## src/rtl/pipeline_trace_recorder.sv

```systemverilog
// Producer side of the pipeline trace path: shadows IF/ID/EX/MEM/WB occupancy and queues
// one record per retirement into a FWFT FIFO. Optional stall counting: TRACE_STALL_CNT_EN.
module pipeline_trace_recorder #(
  parameter int PC_W       = 16,
  parameter int INSTR_W    = 16,
  parameter int CYC_W      = 32,
  parameter int SEQ_W      = 16,
  parameter int FIFO_DEPTH = 4
) (
  input  logic               clk,
  input  logic               rst,
  input  logic               if_valid,
  input  logic [PC_W-1:0]    if_pc,
  input  logic [INSTR_W-1:0] if_instr,
  input  logic               stall,
  input  logic               flush,
  output logic               rec_valid,
  input  logic               rec_ready,
  output logic [SEQ_W-1:0]   rec_seq,
  output logic [PC_W-1:0]    rec_pc,
  output logic [INSTR_W-1:0] rec_instr,
  output logic [CYC_W-1:0]   rec_fetch_cyc,
  output logic [CYC_W-1:0]   rec_retire_cyc,
`ifdef TRACE_STALL_CNT_EN
  output logic [7:0]         rec_stalls,
`endif
  output logic [15:0]        overflow_cnt
);

  localparam int PTR_W = $clog2(FIFO_DEPTH);
  localparam logic [PTR_W:0] DEPTH_C = (PTR_W+1)'(FIFO_DEPTH);

  typedef struct packed {
    logic               valid;
    logic [PC_W-1:0]    pc;
    logic [INSTR_W-1:0] instr;
    logic [CYC_W-1:0]   fetch_cyc;
`ifdef TRACE_STALL_CNT_EN
    logic [7:0]         stalls;
`endif
  } slot_t;

  typedef struct packed {
    logic [SEQ_W-1:0]   seq;
    logic [PC_W-1:0]    pc;
    logic [INSTR_W-1:0] instr;
    logic [CYC_W-1:0]   fetch_cyc;
    logic [CYC_W-1:0]   retire_cyc;
`ifdef TRACE_STALL_CNT_EN
    logic [7:0]         stalls;
`endif
  } rec_t;

  logic [CYC_W-1:0] cyc_q, cyc_d;
  slot_t            id_q, id_d, ex_q, ex_d, mem_q, mem_d, wb_q, wb_d;
  logic [SEQ_W-1:0] seq_q, seq_d;
  logic [15:0]      ovf_q, ovf_d;
  logic [PTR_W:0]   wr_ptr_q, wr_ptr_d, rd_ptr_q, rd_ptr_d;
  rec_t             fifo_q [FIFO_DEPTH];
  rec_t             fifo_d [FIFO_DEPTH];

  logic [PTR_W:0] count;
  logic           empty, full, pop, push, push_ok;
  rec_t           new_rec, head;

  // Valid/ready: a record transfers on any edge where rec_valid && rec_ready; while
  // rec_valid is high and rec_ready low the head record is held unchanged.
  assign count   = wr_ptr_q - rd_ptr_q;
  assign empty   = (count == '0);
  assign full    = (count == DEPTH_C);
  assign pop     = !empty && rec_ready;
  assign push    = wb_q.valid;
  // A pop on the same edge frees the slot that a push into a full FIFO needs.
  assign push_ok = push && (!full || pop);

  always_comb begin
    cyc_d = cyc_q + 1'b1;
    id_d  = id_q;
    ex_d  = '0;
    mem_d = ex_q;
    wb_d  = mem_q;
    if (flush) begin
      id_d = '0;
    end else if (stall) begin
`ifdef TRACE_STALL_CNT_EN
      if (id_q.valid && id_q.stalls != 8'hFF) id_d.stalls = id_q.stalls + 1'b1;
`endif
    end else begin
      ex_d = id_q;
      id_d = '0;
      if (if_valid) begin
        id_d.valid     = 1'b1;
        id_d.pc        = if_pc;
        id_d.instr     = if_instr;
        id_d.fetch_cyc = cyc_q;
      end
    end
  end

  always_comb begin
    new_rec            = '0;
    new_rec.seq        = seq_q;
    new_rec.pc         = wb_q.pc;
    new_rec.instr      = wb_q.instr;
    new_rec.fetch_cyc  = wb_q.fetch_cyc;
    new_rec.retire_cyc = cyc_q;
`ifdef TRACE_STALL_CNT_EN
    new_rec.stalls     = wb_q.stalls;
`endif

    fifo_d   = fifo_q;
    wr_ptr_d = wr_ptr_q;
    rd_ptr_d = rd_ptr_q;
    seq_d    = seq_q;
    ovf_d    = ovf_q;
    if (push_ok) begin
      fifo_d[wr_ptr_q[PTR_W-1:0]] = new_rec;
      wr_ptr_d = wr_ptr_q + 1'b1;
      seq_d    = seq_q + 1'b1;
    end else if (push && ovf_q != 16'hFFFF) begin
      ovf_d = ovf_q + 1'b1;
    end
    if (pop) rd_ptr_d = rd_ptr_q + 1'b1;
  end

  always_ff @(posedge clk) begin
    if (rst) begin
      cyc_q    <= '0;
      id_q     <= '0;
      ex_q     <= '0;
      mem_q    <= '0;
      wb_q     <= '0;
      seq_q    <= '0;
      ovf_q    <= '0;
      wr_ptr_q <= '0;
      rd_ptr_q <= '0;
      for (int i = 0; i < FIFO_DEPTH; i++) fifo_q[i] <= '0;
    end else begin
      cyc_q    <= cyc_d;
      id_q     <= id_d;
      ex_q     <= ex_d;
      mem_q    <= mem_d;
      wb_q     <= wb_d;
      seq_q    <= seq_d;
      ovf_q    <= ovf_d;
      wr_ptr_q <= wr_ptr_d;
      rd_ptr_q <= rd_ptr_d;
      for (int i = 0; i < FIFO_DEPTH; i++) fifo_q[i] <= fifo_d[i];
    end
  end

  // Fields read as zero whenever nothing is queued.
  assign head           = empty ? '0 : fifo_q[rd_ptr_q[PTR_W-1:0]];
  assign rec_valid      = !empty;
  assign rec_seq        = head.seq;
  assign rec_pc         = head.pc;
  assign rec_instr      = head.instr;
  assign rec_fetch_cyc  = head.fetch_cyc;
  assign rec_retire_cyc = head.retire_cyc;
`ifdef TRACE_STALL_CNT_EN
  assign rec_stalls     = head.stalls;
`endif
  assign overflow_cnt   = ovf_q;

endmodule

```

## config.mk

```make
export PLATFORM = sky130hd
export DESIGN_NAME = pipeline_trace_recorder
export DESIGN_NICKNAME = d
export VERILOG_FILES = /design/src/rtl/pipeline_trace_recorder.sv
export SDC_FILE = /design/constraint.sdc
export NUM_CORES = 2
export LEC_CHECK = 0
export CORE_MARGIN = 3
export CORE_UTILIZATION = 35
export CTS_CLUSTER_SIZE = 28
export DETAILED_ROUTE_END_ITERATION = 12
export PLACE_DENSITY = 0.51
export SETUP_SLACK_MARGIN = 0.3
export SYNTH_ARGS = -nofsm -noshare
export SYNTH_HDL_FRONTEND = slang
export SYNTH_SLANG_ARGS = --single-unit
```

## constraint.sdc

```tcl
create_clock -name clk -period 3.8 [get_ports clk]
set_input_delay 0.76 -clock clk [delete_from_list [all_inputs] [get_ports clk]]
set_output_delay 0.76 -clock clk [all_outputs]
set_load 0.05 [all_outputs]
```

==> key figures <==
Logic synthesis
  • Largest family of logic cells by synthesized area: simple AND/OR/NAND/NOR gates
  • Post-Synth XOR/XNOR Area: 1.510%
  • Synth Warn #: 0
  • Post-synth EDFFs: 0
  • Syn Nets: 3318
  • Netlist cell types: 39
  • Gate Count Post-Synth: 3270
  • Post-synth top area share: 52.81%
  • Synth Flop Type: dfxtp_1
  • Adder-cell area share of the yosys netlist: 0.4243%
  • Mapped Area: 0.02949 sq mm
  • Yosys reg bits: 778
  • Ys async rst share: 0%
  • Compound-gate portion of the synthesized area: 10.58%
  • Sequential area share after synthesis: 52.81%
  • Post-synthesis mux area share: 8.727%
  • Simple-Gate Fraction of Synth Area: 21.86%
  • Synthesized area per cell: 9.019 sq um
  • Main area contributors after synthesis: dfxtp_1, nand2_1, mux4_2
  • Biggest area consumer among synthesized cells: dfxtp_1

Clock tree
  • H-tree Lvls: 3
  • Cts bufs inserted: 85
  • Clk slew on worst S/H paths: 60 ps
  • Maximum clock insertion buffer count: 3
  • Clk Latency, worst-skew pair: 620 ps
  • Root Driver: clkbuf_16
  • Post-CTS setup buffers: 0
  • Clock sinks: 778
  • CTS tree: done

Drt
  • DR iter-0 viols: 1375
  • Antenna-violating nets left: 0
  • Via count: 21850
  • Drt total wl: 81.28 mm
  • Routed WL per cell: 18.47 microns
  • Drt drc: 0
  • TritonRoute pass-1 iters: 5
  • Post-DR vias/cell: 4.966

STA
  • Max transition margin: 14.22%
  • Setup violators final: 0
  • Min Tclk post-route: 3356 ps
  • Layout Skew: 19.94 ps
  • Slew @ Worst Pin: 1287 ps
  • Max Slew Vio Count: 0
  • RSZ-0062 raised after global routing: false
  • Setup_tns: 0 ps
  • Final hold violations: 0
  • Fin crit share: 88.32%
  • Max Clk Rate: 0.2980 GHz
  • Hold slack: 424.3 ps

Power and ir drop
  • Net Sw Frac: 24.15%
  • Net switching power: 4291 uW
  • Pwr/cell area: 515.0 mW/mm^2
  • Flop pwr share: 46.1%
  • Clock power frac: 45.1%
  • Leakage: 0.01164 uW
  • Gate power share: 8.8%
  • Worst vdd ir: 0.4920 mV
  • Int Power: 13480 uW

Worst setup path
  • CP max FO: 55
  • CP Class: reg -> out
  • CP endpoint kind: output pin
  • Worst Path Arrival: 2600 ps
  • Worst endpoint required time: 3040 ps
  • Startpoint Class: register

Placed design
  • PortBufs: 166
  • HPWL Detailed: 44.36 mm
  • GPL Wtd Cong: 0.7047

Final layout
  • Register Area: 0.01558 sq mm
  • Synthesis-to-layout area growth: 16.96%
  • Fillcell total: 8153
  • Fin nets: 3323
  • Area used by multi-input combinational logic: 0.01288 sq mm
  • Most common cell after layout, fill and taps aside: nand2_1
  • Core Util, Final: 41.68%
  • Most frequent cells in the layout: nand2_1, dfxtp_1, a21oi_1, nor2b_1, buf_4
  • Share of cells above drive strength 1: 14.57%

Worst hold path
  • Hold Crit Class: reg -> reg

Die
  • Core area: 0.08277 sq mm
  • Die width: 296.3 microns
  • Row count: 105
  • Initial Utilization: 35.63%
  • Full die area: 0.08778 sq mm
  • Die H: 296.3 microns
  • I/O pin count: 167

Status
  • Status: finished clean

Global route
  • Total GRT Usage: 18.26%
  • First-pass GRT wire length: 125.9 mm
  • Initial antenna violation count: 1
  • Congestion Overflow GR: 0
  • Vias in the first global route: 20950
  • Pin count of the biggest net entering global routing: 192

Job
  • Max-Cap Viols: 0
flip-flops by register name (all words and copies together), names as in the netlist:
| signal | count |
|---|---|
| cyc_q | 32 |
| ex_q | 65 |
| fifo_q | 448 |
| id_q | 65 |
| mem_q | 65 |
| new_rec | 64 |
| overflow_cnt | 16 |
| push | 1 |
| rd_ptr_q | 3 |
| seq_q | 16 |
| wr_ptr_q | 3 |
timing repair:
| action | CTS | global route |
|---|---|---|
| setup endpoints to repair | 107 | 109 |
| gates resized for setup | 9 | 6 |
| hold buffers | 0 | 0 |
| gates cloned | 2 | 0 |
| endpoints found under the hold margin | 0 | 0 |
final timing paths:
check,startpoint,end,slack [ps],cells past startpoint
max,wr_ptr_q[1],rec_fetch_cyc[24],440,8
min reg2reg,ex_q[0],mem_q[0],420,1
min,ex_q[0],mem_q[0],420,1
max reg2reg,wr_ptr_q[0],overflow_cnt[6],970,7
routing by layer:
metal	vias to the layer above	wire (microns)	share of wire [%]	global-route usage, %
met5	-	0	0	0
met4	0	1212	1.5	4.242
met3	87	3481	4.3	2.621
met2	394	36680	45	28.82
met1	10540	39900	49	26.44
li1	10830	-	-	-
metrics by stage:
| step | instances | area, sq um | setup slack [ps] | total power (uW) |
|---|---|---|---|---|
| 2_1_floorplan | 3270 | 29590 | 404.9 | 9339 |
| 3_3_place_gp | 4256 | 31700 | 675.9 | 9830 |
| 3_5_place_dp | 4256 | 31700 | 669.6 | 9836 |
| 4_1_cts | 4399 | 34480 | 298.1 | 18040 |
| 5_1_grt | 4399 | 34490 | 331.1 | 18500 |
| 6_report | 4400 | 34490 | 443.8 | 17770 |
cell usage after synthesis (10+ instances only):
| master | n |
|---|---|
| and4_1 | 12 |
| nand3_1 | 24 |
| mux4_2 | 112 |
| buf_2 | 73 |
| nor4_1 | 12 |
| dfxtp_1 | 778 |
| clkbuf_1 | 203 |
| ha_1 | 10 |
| nand2_1 | 917 |
| nor2_1 | 125 |
| nor2b_1 | 134 |
| a22oi_1 | 63 |
| xor2_1 | 15 |
| inv_1 | 13 |
| nand4_1 | 13 |
| a21oi_1 | 468 |
| and2_1 | 179 |
| xnor2_1 | 34 |
cell type report:
class | count | share of cell area (%)
timing repair buffer | 202 | 5.673
inverter | 13 | 0.1415
tap | 1070 | 3.881
multi-input combinational | 2195 | 37.35
clock inverter | 18 | 0.5223
antenna | 1 | 0.007255
clock buffer | 123 | 7.255
sequential | 778 | 45.17
worst max-delay path, cell delays in order, from the launching register on:
cell     delay, ps
dfxtp_1        360
ha_1           250
nor2b_4        180
xor2_2         200
buf_6          180
nand3_4        130
buf_12         190
and2_2         230
buf_4          180
power by group through the flow:
| stage | clock network [uW] | registers [uW] | logic (uW) |
|---|---|---|---|
| 2_1_floorplan | 0 | 8360 | 977 |
| 3_3_place_gp | 0 | 8370 | 1460 |
| 3_5_place_dp | 0 | 8370 | 1460 |
| 4_1_cts | 8240 | 8190 | 1610 |
| 5_1_grt | 8590 | 8190 | 1720 |
| 6_report | 8010 | 8190 | 1560 |
logic make-up after synthesis:
family | Yosys count
muxes | 117
adders and majority gates | 10
buffers and inverters | 297
AOI/OAI and AO/OA | 572
xor gates and xnor gates | 50
and+or+nand+nor | 1446
DFF | 778
Power figures use the tool's default switching activity.
